$ cat src/rtl/rsa_ui_ctrl.sv
// RSA front-panel controller: decimal key entry, key storage and
// engine sequencing (start, abort, timeout) for keygen/encrypt/decrypt.
module rsa_ui_ctrl #(
  parameter int KEY_W    = 32,
  parameter int NUM_KEYS = 3,
  parameter int DIGITS   = 10,
  parameter int TIMEOUT  = 2**24
) (
  input  logic                          clk,
  input  logic                          rst,
  input  logic [1:0]                    mode,
  input  logic [$clog2(NUM_KEYS)-1:0]   key_sel,
  input  logic                          btn_add,
  input  logic                          btn_left,
  input  logic                          btn_del,
  input  logic                          btn_start,
  input  logic                          eng_busy,
  input  logic                          eng_done,
  input  logic                          kg_valid,
  input  logic [$clog2(NUM_KEYS)-1:0]   kg_idx,
  input  logic [KEY_W-1:0]              kg_data,
  output logic                          eng_start,
  output logic                          eng_abort,
  output logic [NUM_KEYS*KEY_W-1:0]     keys_flat,
  output logic [KEY_W-1:0]              show_key,
  output logic [3:0]                    show_mode,
  output logic                          typing,
  output logic [$clog2(DIGITS)-1:0]     cursor,
  output logic                          working,
  output logic                          err
);

  localparam int KSW = $clog2(NUM_KEYS);
  localparam int CW  = $clog2(DIGITS);
  localparam int VW  = 4 * DIGITS;
  localparam int TW  = $clog2(TIMEOUT + 1);

  localparam logic [1:0] S_OFF  = 2'd0;
  localparam logic [1:0] S_IDLE = 2'd1;
  localparam logic [1:0] S_EDIT = 2'd2;
  localparam logic [1:0] S_RUN  = 2'd3;

  logic [1:0]                       state_q, state_d;
  logic [NUM_KEYS-1:0][KEY_W-1:0]   keys_q, keys_d;
  logic [DIGITS-1:0][3:0]           dig_q, dig_d;
  logic [CW-1:0]                    cur_q, cur_d;
  logic [TW-1:0]                    tmo_q, tmo_d;
  logic [1:0]                       mode_q;
  logic [KSW-1:0]                   sel_q;

  logic                             start_q, start_d;
  logic                             abort_q, abort_d;
  logic                             err_q, err_d;
  logic                             typ_q, typ_d;
  logic                             wrk_q, wrk_d;
  logic [KEY_W-1:0]                 shk_q, shk_d;
  logic [3:0]                       shm_q, shm_d;

  logic                             edit;
  logic                             mode_chg;
  logic                             sel_chg;
  logic                             sel_ok;
  logic                             kg_ok;
  logic [VW-1:0]                    val_q;
  logic                             busy_unused;

  assign busy_unused = eng_busy;

  function automatic logic [VW-1:0] dec_val(
    input logic [DIGITS-1:0][3:0] d
  );
    logic [VW-1:0] v;
    v = '0;
    for (int i = DIGITS - 1; i >= 0; i--) begin
      v = v * VW'(10) + VW'(d[i]);
    end
    return v;
  endfunction

  assign val_q    = dec_val(dig_q);
  assign mode_chg = (mode != mode_q);
  assign sel_chg  = (key_sel != sel_q);
  assign sel_ok   = (int'(key_sel) < NUM_KEYS);
  assign kg_ok    = (int'(kg_idx) < NUM_KEYS);

  always_comb begin
    state_d = state_q;
    keys_d  = keys_q;
    dig_d   = dig_q;
    cur_d   = cur_q;
    tmo_d   = tmo_q;
    start_d = 1'b0;
    abort_d = 1'b0;
    err_d   = 1'b0;
    edit    = 1'b0;

    if (mode == 2'b00) begin
      abort_d = (state_q == S_RUN);
      state_d = S_OFF;
      keys_d  = '0;
      dig_d   = '0;
      cur_d   = '0;
      tmo_d   = '0;
    end else begin
      case (state_q)
        S_OFF: state_d = S_IDLE;
        S_IDLE: begin
          if (btn_start) begin
            start_d = 1'b1;
            tmo_d   = '0;
            state_d = S_RUN;
          end else if (mode[1] && (btn_add || btn_left || btn_del)) begin
            dig_d   = '0;
            cur_d   = '0;
            edit    = 1'b1;
            state_d = S_EDIT;
          end
        end
        S_EDIT: begin
          if (mode_chg || sel_chg) begin
            state_d = S_IDLE;
          end else if (btn_start) begin
            if (|val_q[VW-1:KEY_W]) begin
              err_d = 1'b1;
            end else begin
              if (sel_ok) keys_d[key_sel] = val_q[KEY_W-1:0];
              state_d = S_IDLE;
            end
          end else begin
            edit = 1'b1;
          end
        end
        S_RUN: begin
          if (mode_chg) begin
            abort_d = 1'b1;
            state_d = S_IDLE;
          end else begin
            if (kg_valid && mode == 2'b01) begin
              if (kg_ok) keys_d[kg_idx] = kg_data;
              else       err_d = 1'b1;
            end
            // a result written alongside eng_done is still kept
            if (eng_done) begin
              state_d = S_IDLE;
            end else if (tmo_q == TW'(TIMEOUT - 1)) begin
              err_d   = 1'b1;
              abort_d = 1'b1;
              state_d = S_IDLE;
            end else begin
              tmo_d = tmo_q + TW'(1);
            end
          end
        end
        default: state_d = S_OFF;
      endcase
    end

    // one edit action per cycle: del > left > add
    if (edit) begin
      if (btn_del) begin
        dig_d[cur_d] = 4'd0;
        cur_d = (cur_d == '0) ? '0 : cur_d - CW'(1);
      end else if (btn_left) begin
        cur_d = (cur_d == CW'(DIGITS - 1)) ? '0 : cur_d + CW'(1);
      end else if (btn_add) begin
        dig_d[cur_d] = (dig_d[cur_d] == 4'd9) ? 4'd0
                                              : dig_d[cur_d] + 4'd1;
      end
    end
  end

  always_comb begin
    typ_d = (state_d == S_EDIT);
    wrk_d = (state_d == S_RUN);
    shk_d = '0;
    shm_d = 4'ha;
    unique case (1'b1)
      state_d == S_OFF: begin
        shk_d = '0;
        shm_d = 4'ha;
      end
      state_d == S_RUN: begin
        shk_d = '0;
        shm_d = (mode == 2'b01) ? 4'h5 :
                (mode == 2'b11) ? 4'hc : 4'hf;
      end
      default: begin
        if (state_d == S_EDIT) shk_d = KEY_W'(dec_val(dig_d));
        else if (sel_ok)       shk_d = keys_d[key_sel];
        case (int'(key_sel))
          0:       shm_d = 4'hb;
          1:       shm_d = 4'he;
          2:       shm_d = 4'hd;
          default: shm_d = 4'(key_sel);
        endcase
      end
    endcase
  end

  always_ff @(posedge clk or posedge rst) begin
    if (rst) begin
      state_q <= S_OFF;
      keys_q  <= '0;
      dig_q   <= '0;
      cur_q   <= '0;
      tmo_q   <= '0;
      mode_q  <= 2'b00;
      sel_q   <= '0;
      start_q <= 1'b0;
      abort_q <= 1'b0;
      err_q   <= 1'b0;
      typ_q   <= 1'b0;
      wrk_q   <= 1'b0;
      shk_q   <= '0;
      shm_q   <= 4'ha;
    end else begin
      state_q <= state_d;
      keys_q  <= keys_d;
      dig_q   <= dig_d;
      cur_q   <= cur_d;
      tmo_q   <= tmo_d;
      mode_q  <= mode;
      sel_q   <= key_sel;
      start_q <= start_d;
      abort_q <= abort_d;
      err_q   <= err_d;
      typ_q   <= typ_d;
      wrk_q   <= wrk_d;
      shk_q   <= shk_d;
      shm_q   <= shm_d;
    end
  end

  assign eng_start = start_q;
  assign eng_abort = abort_q;
  assign keys_flat = keys_q;
  assign show_key  = shk_q;
  assign show_mode = shm_q;
  assign typing    = typ_q;
  assign cursor    = cur_q;
  assign working   = wrk_q;
  assign err       = err_q;

endmodule

$ cat config.mk
export PLATFORM = sky130hd
export DESIGN_NAME = rsa_ui_ctrl
export DESIGN_NICKNAME = d
export VERILOG_FILES = /design/src/rtl/rsa_ui_ctrl.sv
export SDC_FILE = /design/constraint.sdc
export NUM_CORES = 2
export LEC_CHECK = 0
export CAP_MARGIN = 20
export CORE_ASPECT_RATIO = 0.9
export CORE_MARGIN = 4
export CORE_UTILIZATION = 52
export CTS_CLUSTER_DIAMETER = 50
export DETAILED_ROUTE_END_ITERATION = 8
export PLACE_DENSITY = 0.77
export SYNTH_ARGS = -nofsm -noshare
export SYNTH_HDL_FRONTEND = slang
export SYNTH_SLANG_ARGS = --single-unit
$ cat constraint.sdc
create_clock -name clk -period 24.4 [get_ports clk]
set_input_delay 2.44 -clock clk [delete_from_list [all_inputs] [get_ports clk]]
set_output_delay 2.44 -clock clk [all_outputs]
set_load 0.02 [all_outputs]
==> results by group <==
Worst setup path
  • Terminus of the critical flop-to-flop path: show_key[14]
  • Slowest stage delay, CP: 0.64 ns
  • Critical-path top delay cell: or4b_2
  • Reg-to-Reg Start: dig_q[39]
  • Worst Path Arrival: 23.22 ns
  • CP bufs+invs: 4
  • Reg-to-reg slack, setup: 2.19 ns
  • Crit Path Class: primary input to register
  • Worst path most repeated cell: ha_1
  • CP top delay family: simple AND/OR/NAND/NOR gates
  • Worst setup SP type: primary input
  • Crit Path Max Fanout: 12
  • Crit path required time: 24.85 ns
  • FF-to-FF path depth: 86
  • CP Capture Type: register

STA
  • Final hold violations: 0
  • Setup TNS: 0 ns
  • RSZ-0062 raised after global routing: false
  • Worst-Margin Slew: 1.27 ns
  • Final min period: 22.77 ns
  • Rel. slew slack: 0.150
  • F_max: 0.0439 GHz
  • Setup slack after layout: 1.63 ns
  • Final Setup Violations: 0
  • Clock skew: 0.0167 ns
  • Final Cycle Share: 0.933
  • Max Slew Vio Count: 0

Yosys
  • Mapped Avg Cell Area: 7.95 um^2
  • Post-synth EDFFs: 0
  • Area leader, netlist: ha_1
  • Mapped Area: 41,600 um^2
  • Sequential element share of the synthesized area: 0.128
  • Yosys Warn Count: 0
  • Synth area leaders: ha_1, dfrtp_1, xnor2_1
  • Async set or reset register ratio after synthesis: 1.00
  • Main synth FF type: dfrtp_1
  • Yosys reg bits: 212
  • Top cell type's share of synthesized area: 0.232
  • Post-synthesis cell count: 5,229
  • Synth cell types: 107

Routing
  • Pre-Repair DR Iteration Count: 6
  • DR iter-0 viols: 3,042
  • Antenna Nets Post-Route: 0
  • Routed wire per std cell: 17.3 um
  • Number of remaining DRC errors: 0
  • Vias after detailed routing: 39,100
  • Wirelength, routed: 111 mm
  • Via/cell ratio: 6.09

Die
  • FP Rows: 98
  • I/O pin count: 188
  • Die area: 84,500 um^2
  • Die X: 306 um
  • Core area: 79,300 um^2
  • Starting Density: 0.524
  • Chip height: 276 um

Finish
  • FF+latch area: 5310 um^2
  • Non-Filler Instances: 6,432
  • Cell area after layout: 45,700 um^2
  • Area of the multi-input gates: 34,800 um^2
  • Most frequent cells in the layout: ha_1, nand2_1, nor2_1
  • Share of layout cells above drive strength 1: 0.0396
  • Fill cell count: 7,202
  • Area Growth Syn to Fin: 9.85%
  • Fin nets: 6,217
  • Leading cell type in the layout, fill and taps excluded: ha_1

Placement
  • HPWL after DPL: 88.7 mm
  • RePlAce Congestion: 0.942
  • Placed insts: 6,375
  • # port buffers: 186
  • Dpl ws: 0.716 ns
  • Dpl cell area: 44,500 um^2

GRT
  • GR Overflow Total: 0
  • First-pass GRT wire length: 184 mm
  • Largest net degree at the start of global routing: 100
  • Vias in the first global route: 37,800
  • Antenna violations before repair: 7
  • All-Layer GR Usage: 0.253

Status
  • Outcome: finished, final reports clean

CTS
  • CTS Hold Bufs: 0
  • Clock-pin slew on the worst setup and hold paths: 0.06 ns
  • CTS Sinks: 212
  • Root buffer cell: clkbuf_16
  • CTS H-tree lvls: 1
  • Clock Path Buffers: 3
  • Clock Latency Late Sink: 0.58 ns
  • TritonCTS clock tree: yes
  • Clock buffer count from CTS: 27

Worst hold path
  • Hold Path Sink: tmo_q[9]
  • WHS Path Cells: 2
  • Min-Delay Path Class: register to register
  • HP Start: tmo_q[9]

Run
  • Maxcap violations: 0
[cell usage after synthesis (54+ instances only)]
cell	n
nor3_1	141
and3_1	89
nor2_1	417
xor2_1	273
nand2_1	438
a21oi_1	357
inv_1	281
nand3_1	162
dfrtp_1	210
mux2i_1	69
o21ai_0	214
nor2b_1	65
nand2b_1	54
clkbuf_1	101
a21o_1	108
nand4_1	61
o21a_1	57
a221o_1	56
xnor2_1	398
a31oi_1	73
ha_1	772
and2_1	78
[flip-flops by register name (all words and copies together) (netlist names)]
register,cells
keys_flat,96
sel_q,2
cursor,4
state_q,2
tmo_q,25
show_key,32
working,1
typing,1
dig_q,40
mode_q,2
eng_abort,1
err,1
show_mode,4
eng_start,1
[final cells by class]
type,count,share of cell area
multi-input cells,4610,0.763
flip-flops and latches,212,0.116
repair buffers,227,0.0481
well taps,1050,0.0288
inverters,284,0.0235
clock buffers,32,0.0159
clock inverters,16,0.00491
diodes,1,0.0000548
[routing by layer]
metal  wire length, um  track usage  part of all wire  up-vias
met3              8900       0.0501             0.080      293
met4              3650       0.0725             0.033        4
li1                  -            -                 -    19300
met1             50300        0.343              0.45    18300
met2             48200        0.409              0.43     1208
met5                21            0           0.00019        -
[per-stage QoR]
step	hold WS, ns	util
after floorplan	0.491	-
after global placement	0.520	0.561
after detailed placement	0.527	0.561
after CTS	0.546	0.573
after global routing	0.570	0.576
final	0.549	0.576
[timing repair]
action                     4_1_cts  5_1_grt
setup buffers                    0        6
resized for setup                0       17
setup endpoints to repair        0       29
[worst min-delay path, delay by kind of cell, from the launching register on]
kind,cells,cell delay [ns]
XOR/XNOR,1,0.07
flip-flops,1,0.35
AND/OR/NAND/NOR,1,0.09
[worst max path at each step]
stage               depth (start not counted)            to  startpoint
global route                               89  show_key[14]   dig_q[39]
global placement                           86  show_key[31]     btn_add
floorplan                                  85  show_key[31]     btn_del
finish                                     90  show_key[31]   btn_start
CTS                                        86  show_key[31]     btn_add
detailed placement                         86  show_key[31]     btn_add
[cells by family after synthesis]
| group | after synthesis | share of synthesized area |
|---|---|---|
| and+or+nand+nor | 1761 | 0.212 |
| adders and majority gates | 808 | 0.250 |
| DFF | 212 | 0.128 |
| xor gates and xnor gates | 678 | 0.145 |
| muxes | 90 | 0.0232 |
| AOI/OAI and AO/OA | 1265 | 0.204 |
| buffers and inverters | 414 | 0.0384 |
| other | 1 | 0.0000902 |
Power is not shown: default switching activity piles up to over one toggle a cycle in this logic, so the estimate is an artifact.
